`src/rtl/memory_access_stage_pkg.sv`:
```
// Shared definitions for the memory access pipeline stage.
package memory_access_stage_pkg;

  typedef enum logic [1:0] {
    IDLE = 2'd0,
    REQ  = 2'd1,
    DONE = 2'd2
  } memStage_e;

  // Byte address that maps onto data-memory word 0.
  localparam logic [31:0] ADDR_BASE_DEFAULT = 32'd1024;

endpackage : memory_access_stage_pkg

```
`src/rtl/memory_access_stage_if.sv`:
```
// Request/acknowledge bus between the memory access stage and the data memory.
interface memory_access_stage_if #(
  parameter int ADDR_W = 6
);

  logic              memReq;
  logic              memWe;
  logic [ADDR_W-1:0] memAddr;
  logic [31:0]       memWdata;
  logic              memAck;
  logic [31:0]       memRdata;

  modport master (
    output memReq, memWe, memAddr, memWdata,
    input  memAck, memRdata
  );

  modport slave (
    input  memReq, memWe, memAddr, memWdata,
    output memAck, memRdata
  );

endinterface : memory_access_stage_if

```
`src/rtl/memory_access_stage_mem_addr_mapper.sv`:
```
// Translates an ALU byte address into a data-memory word index and flags
// addresses that fall outside the mapped window.
module mem_addr_mapper
  import memory_access_stage_pkg::*;
#(
  parameter logic [31:0] ADDR_BASE = ADDR_BASE_DEFAULT,
  parameter int          ADDR_W    = 6
) (
  input  logic [31:0]       aluResult,
  output logic [ADDR_W-1:0] wordIndex,
  output logic              outOfRange
);

  logic [31:0] offset;
  logic [31:0] wordOffset;

  // Byte offset into the window, then drop the byte-lane bits; anything left
  // above the index width means the address lies past the last word.
  always_comb begin
    offset     = aluResult - ADDR_BASE;
    wordOffset = offset >> 2;
    wordIndex  = wordOffset[ADDR_W-1:0];
    outOfRange = (aluResult < ADDR_BASE) || ((wordOffset >> ADDR_W) != 32'd0);
  end

endmodule : mem_addr_mapper

```
`src/rtl/memory_access_stage.sv`:
```
// Memory access stage: issues one data-memory transaction per load/store,
// stalls upstream while it is outstanding and returns loaded data to write-back.
//
// state | meaning
// ------+------------------------------------------------------------------
// IDLE  | waiting for a load/store; non-memory instructions pass unstalled
// REQ   | request outstanding on the memory bus; upstream frozen
// DONE  | access finished; one cycle where enables are ignored so the
//       | completed instruction leaves the stage and is not re-issued
module memory_access_stage
  import memory_access_stage_pkg::*;
#(
  parameter logic [31:0] ADDR_BASE      = ADDR_BASE_DEFAULT,
  parameter int          ADDR_W         = 6,
  parameter int          TIMEOUT_CYCLES = 16
) (
  input  logic                  clk,
  input  logic                  rst,
  input  logic                  memoryReadEnabled,
  input  logic                  memoryWriteEnabled,
  input  logic [31:0]           aluResult,
  input  logic [31:0]           valRm,
  output logic                  freeze,
  output logic [31:0]           readData,
  output logic                  readDataValid,
  output logic                  busError,
  memory_access_stage_if.master memBus
);

  localparam int TW = (TIMEOUT_CYCLES > 1) ? $clog2(TIMEOUT_CYCLES) : 1;
  // Timer counts down from TIMEOUT_CYCLES-1; terminal count in the last
  // permitted REQ cycle.
  localparam logic [TW-1:0] TIMEOUT_LOAD = TW'(TIMEOUT_CYCLES - 1);

  memStage_e         state;
  memStage_e         stateNext;
  logic              start;
  logic              isWrite;
  logic              outOfRange;
  logic              timeoutHit;
  logic [ADDR_W-1:0] wordIndex;
  logic [TW-1:0]     timeoutCount;

  mem_addr_mapper #(
    .ADDR_BASE (ADDR_BASE),
    .ADDR_W    (ADDR_W)
  ) u_mapper (
    .aluResult  (aluResult),
    .wordIndex  (wordIndex),
    .outOfRange (outOfRange)
  );

  assign start      = memoryReadEnabled | memoryWriteEnabled;
  assign isWrite    = memoryWriteEnabled;
  assign timeoutHit = (TIMEOUT_CYCLES != 0) && (timeoutCount == '0);

  // State register.
  always_ff @(posedge clk) begin
    if (rst) begin
      state <= IDLE;
    end else begin
      state <= stateNext;
    end
  end

  // Next-state decode and the combinational stall request.
  always_comb begin
    stateNext = state;
    freeze    = 1'b0;
    case (state)
      IDLE: begin
        if (start) begin
          freeze    = 1'b1;
          stateNext = outOfRange ? DONE : REQ;
        end
      end
      REQ: begin
        freeze = 1'b1;
        if (memBus.memAck || timeoutHit) begin
          stateNext = DONE;
        end
      end
      DONE:    stateNext = IDLE;
      default: stateNext = IDLE;
    endcase
  end

  // Bus outputs, timeout timer, load data and sticky error flag.
  always_ff @(posedge clk) begin
    if (rst) begin
      memBus.memReq   <= 1'b0;
      memBus.memWe    <= 1'b0;
      memBus.memAddr  <= '0;
      memBus.memWdata <= '0;
      readData        <= '0;
      readDataValid   <= 1'b0;
      busError        <= 1'b0;
      timeoutCount    <= '0;
    end else begin
      readDataValid <= 1'b0;
      case (state)
        IDLE: begin
          if (start) begin
            if (!outOfRange) begin
              memBus.memReq   <= 1'b1;
              memBus.memWe    <= isWrite;
              memBus.memAddr  <= wordIndex;
              memBus.memWdata <= valRm;
              timeoutCount    <= TIMEOUT_LOAD;
            end else begin
              busError <= 1'b1;
              if (!isWrite) begin
                readData      <= '0;
                readDataValid <= 1'b1;
              end
            end
          end
        end
        REQ: begin
          if (memBus.memAck) begin
            memBus.memReq <= 1'b0;
            timeoutCount  <= '0;
            if (!memBus.memWe) begin
              readData      <= memBus.memRdata;
              readDataValid <= 1'b1;
            end
          end else if (timeoutHit) begin
            memBus.memReq <= 1'b0;
            busError      <= 1'b1;
            if (!memBus.memWe) begin
              readData      <= '0;
              readDataValid <= 1'b1;
            end
          end else if (TIMEOUT_CYCLES != 0) begin
            timeoutCount <= timeoutCount - 1'b1;
          end
        end
        default: ;
      endcase
    end
  end

endmodule : memory_access_stage
```
`src/flat_wrapper.sv`:
```
// flat-port wrapper written by rule: the top's interface ports become plain ports
module memory_access_stage_flat import memory_access_stage_pkg::*;
#(
  parameter logic [31:0] ADDR_BASE      = ADDR_BASE_DEFAULT,
  parameter int          ADDR_W         = 6,
  parameter int          TIMEOUT_CYCLES = 16
)
  (clk, rst, memoryReadEnabled, memoryWriteEnabled, aluResult, valRm, freeze, readData, readDataValid, busError, memBus_memReq, memBus_memWe, memBus_memAddr, memBus_memWdata, memBus_memAck, memBus_memRdata);
  memory_access_stage_if #(.ADDR_W(ADDR_W)) memBus_i ();
  input  logic clk;
  input  logic rst;
  input  logic memoryReadEnabled;
  input  logic memoryWriteEnabled;
  input  logic [31:0] aluResult;
  input  logic [31:0] valRm;
  output logic freeze;
  output logic [31:0] readData;
  output logic readDataValid;
  output logic busError;
  output wire logic [$bits(memBus_i.memReq)-1:0] memBus_memReq;
  output wire logic [$bits(memBus_i.memWe)-1:0] memBus_memWe;
  output wire logic [$bits(memBus_i.memAddr)-1:0] memBus_memAddr;
  output wire logic [$bits(memBus_i.memWdata)-1:0] memBus_memWdata;
  input wire logic [$bits(memBus_i.memAck)-1:0] memBus_memAck;
  input wire logic [$bits(memBus_i.memRdata)-1:0] memBus_memRdata;
  assign memBus_memReq = memBus_i.memReq;
  assign memBus_memWe = memBus_i.memWe;
  assign memBus_memAddr = memBus_i.memAddr;
  assign memBus_memWdata = memBus_i.memWdata;
  assign memBus_i.memAck = memBus_memAck;
  assign memBus_i.memRdata = memBus_memRdata;
  memory_access_stage #(.ADDR_BASE(ADDR_BASE), .ADDR_W(ADDR_W), .TIMEOUT_CYCLES(TIMEOUT_CYCLES)) u_core (.clk(clk), .rst(rst), .memoryReadEnabled(memoryReadEnabled), .memoryWriteEnabled(memoryWriteEnabled), .aluResult(aluResult), .valRm(valRm), .freeze(freeze), .readData(readData), .readDataValid(readDataValid), .busError(busError), .memBus(memBus_i));
endmodule
```
`config.mk`:
```
export PLATFORM = sky130hd
export DESIGN_NAME = memory_access_stage_flat
export DESIGN_NICKNAME = d
export VERILOG_FILES = /design/src/rtl/memory_access_stage_pkg.sv /design/src/rtl/memory_access_stage_if.sv /design/src/rtl/memory_access_stage_mem_addr_mapper.sv /design/src/rtl/memory_access_stage.sv /design/src/flat_wrapper.sv
export SDC_FILE = /design/constraint.sdc
export NUM_CORES = 1
export LEC_CHECK = 0
export ABC_CLOCK_PERIOD_IN_PS = 2350
export BUFFER_PORTS_ARGS = -buffer_cell sky130_fd_sc_hd__buf_2
export CORE_MARGIN = 2
export CORE_UTILIZATION = 44
export DETAILED_ROUTE_END_ITERATION = 10
export GPL_TIMING_DRIVEN = 1
export PLACE_DENSITY = 0.79
export SYNTH_ARGS = -nofsm -noshare
export SYNTH_HDL_FRONTEND = slang
export SYNTH_HIERARCHICAL = 1
export SYNTH_SLANG_ARGS = --single-unit
```
`constraint.sdc`:
```
create_clock -name clk -period 2.35 [get_ports clk]
set_input_delay 0.235 -clock clk [delete_from_list [all_inputs] [get_ports clk]]
set_output_delay 0.235 -clock clk [all_outputs]
set_load 0.005 [all_outputs]
```
==> metrics.txt <==
number of global-route vias before repair 2807; cts repair resizes 0; clock-pin transition on the worst setup and hold timing paths ~0.09 ns; clk_skew 0.00999 ns; PwrDens about 590 mW/mm^2; average size of a mapped cell 8.38 um^2; Internal just under 2 mW; Sw Pwr about 0.57 mW; family with the most delay on the worst path simple AND/OR/NAND/NOR gates; root buf cell clkbuf_8; gpl congestion ~0.82; Clk pwr share between 40% and 50%; number of synthesized register bits 80; most common cell after layout, fill and taps aside buf_2; Tcrit/Tclk final about 83%; mux contribution to synthesized area about a tenth; most frequent cells in the layout buf_2, nand2_1, dfxtp_1; Post-synth EDFFs 0; fin crit period around 1.9 ns; # nets final around 650; Setup Buffers After CTS 0; DPL Wire Length between 5000 and 6000 um; Synth async-reset ratio 0%; Setup TNS 0 ns; Synth area leaders dfxtp_1, nand2_1, mux2i_1, a21oi_1, buf_4; placed cell count between 600 and 700; critical path arrival approximately 2.2 ns; placed cell areas between 0.004 and 0.005 mm^2; CTS Buf Count 9; gr usage total 19.1%; post-synth top area share 49.7%; cts hold-fix bufs 0; Crit. Startpoint aluResult[22]; slew margin rel. around two thirds; worst reg2reg setup slack ~0.46 ns; cell count after synthesis ~380; num rows 31; GRT met1 Usage 20.1%; worst min path class in -> reg; Worst R2R Start u_core/timeoutCount[1]$_SDFFE_PP0P_; IO Count roughly 180; pin count of the biggest net entering global routing 47; CP cell instances buf_2, nor4_1, and4_1, nand4_1, or3_1, o22ai_1, o211ai_1, o211a_1; Die H 89.5 um; max-slew violation count 0; Synth Area in Adders 0.777%; clock tree buffer depth 2; residual DRC count 0; fraction of power spent switching nets 22.5%; Post-Synthesis Cell Area 0.00322 mm^2; final setup violation count 0; combinational power share under 10%; final WL ~7900 um; drt pass-1 iters 4; final hold vios 0; Crit Path Max Fanout 6; Die Footprint around 0.008 mm^2; fmax 514 MHz; synthesized net count about 500; Reg area 0.00160 mm^2; TritonCTS sink count 80; Crit. End Element register; FILL cells between 600 and 700; Wirelength per Cell approximately 12 um; Starting Density 44.9%; vias between 3k and 4k; Cell variety after synth 35; status completed; Hold Crit Start memBus_memRdata[11]; worst vdd ir 0.434 mV; YS warnings 6; type of origin of the critical path input port; Synth area leader dfxtp_1; initial antenna violation count 0; Seq/Total Area, Yosys roughly 50%; largest family of logic cells by synthesized area simple AND/OR/NAND/NOR gates; fin area between 0.004 and 0.005 mm^2; CTS tree done; H-tree levels 3; slowest CP cell or3_1; Max-cap violations 0; antenna-violating nets left 0; Port Buffers 173; RSZ-0062 raised after global routing false; grt ovf 0; post-synthesis simple-gate area fraction about 22%; XOR/XNOR Fraction of Synth Area less than 1%; Crit path largest cell delay roughly 0.42 ns; non-filler cells in the finished layout about 650; first-pass GRT wire length roughly 12000 um; sequential power share 53.5%; worst-skew pair later-pin latency about 0.34 ns; share of cells above drive strength 1 between 30 and 40%; worst endpoint required time between 2 and 3 ns; Synth Area in Compound Gates ~11%; Buf/Inv on CP 1; Die X between 80 and 90 um; met3 Usage GRT around 7%; worst slew pin tran 0.488 ns; ant diodes 0; dominant synthesized flop cell dfxtp_1; Synth-to-Final Area Change 35.1%; Crit Path Category in -> reg; core area 0.00718 mm^2; Starting DRT DRC Count 73; leakage power ~2.1 nW; area taken by multi-input logic gates between 0.001 and 0.0015 mm^2; via/cell ratio approximately 4.8; met2 Use GR between 30% and 40%; GR peak layer met2
-- metal layers --
layer / share of wire (%) / up-vias / routed length (um)
met3: 9.6 / 9 / 757
met1: 42 / 1380 / 3290
met2: 47 / 121 / 3740
li1: - / 1584 / -
met4: 1.5 / 0 / 117
met5: 0 / - / 0
-- power groups by stage --
stage               Clock [mW]  Combinational, mW  Sequential, mW
global placement             0              0.162            1.39
CTS                       1.06              0.164            1.36
global route              1.12              0.180            1.36
floorplan                    0             0.0758            1.39
detailed placement           0              0.163            1.39
finish                    1.02              0.163            1.36
-- cell usage after synthesis (2+ instances only) --
cell type	number
nor3_1	2
o21ai_0	5
dfxtp_1	80
ha_1	2
buf_2	6
a21oi_1	45
nor2_1	11
nand2_1	144
a211oi_1	3
buf_6	3
nor4_1	5
inv_1	5
buf_4	7
clkbuf_1	14
mux2i_1	32
-- state kept, by name (all words and copies together), names as in the netlist --
signal / count
u_core/state: 2
u_core/timeoutCount: 4
u_core/readDataValid: 1
u_core/memBus.memWdata: 32
u_core/memBus.memAddr: 6
u_core/memBus.memWe: 1
u_core/readData: 32
u_core/memBus.memReq: 1
u_core/busError: 1
-- final cells by class --
type	instances	area share (%)
clock buffers	11	3.25
clock inverters	5	1.50
inverters	5	0.432
multi-input cells	269	33.2
flip-flops and latches	80	36.8
well taps	99	2.85
repair buffers	180	22.0
-- final timing paths --
| kind | cells past startpoint | to |
|---|---|---|
| setup / recovery | 8 | u_core/timeoutCount[1]$_SDFFE_PP0P_ |
| hold / removal | 3 | u_core/readData[11]$_SDFFE_PP0P_ |
| setup reg to reg | 7 | u_core/readData[13]$_SDFFE_PP0P_ |
| hold reg to reg | 2 | u_core/memBus.memWdata[3]$_SDFFE_PP0P_ |
-- worst register-to-register path: stages, from the launching register on --
cell and delay [ns]:
dfxtp_1 0.33, inv_1 0.11, ha_1 0.16, or3b_4 0.40, a31oi_4 0.24, o221ai_4 0.14
buf_12 0.21, mux2i_1 0.22
-- through the flow --
step / utilization [%] / total power [mW] / hold WS, ns / worst slack (ns)
floorplan: - / 1.47 / 0.349 / 0.514
global placement: 57.7 / 1.56 / 0.439 / 0.197
detailed placement: 57.7 / 1.56 / 0.444 / 0.0649
CTS: 60.6 / 2.58 / 0.110 / 0.428
global route: 60.6 / 2.66 / 0.109 / 0.249
finish: 60.6 / 2.55 / 0.127 / 0.404
-- logic make-up after synthesis --
| kind of cell | after synthesis |
|---|---|
| and+or+nand+nor | 173 |
| DFF | 80 |
| AOI/OAI and AO/OA | 61 |
| buffers and inverters | 35 |
| muxes | 32 |
| adders and majority gates | 2 |
| xor gates and xnor gates | 1 |
Note: power is estimated with default switching activity, not from simulation.
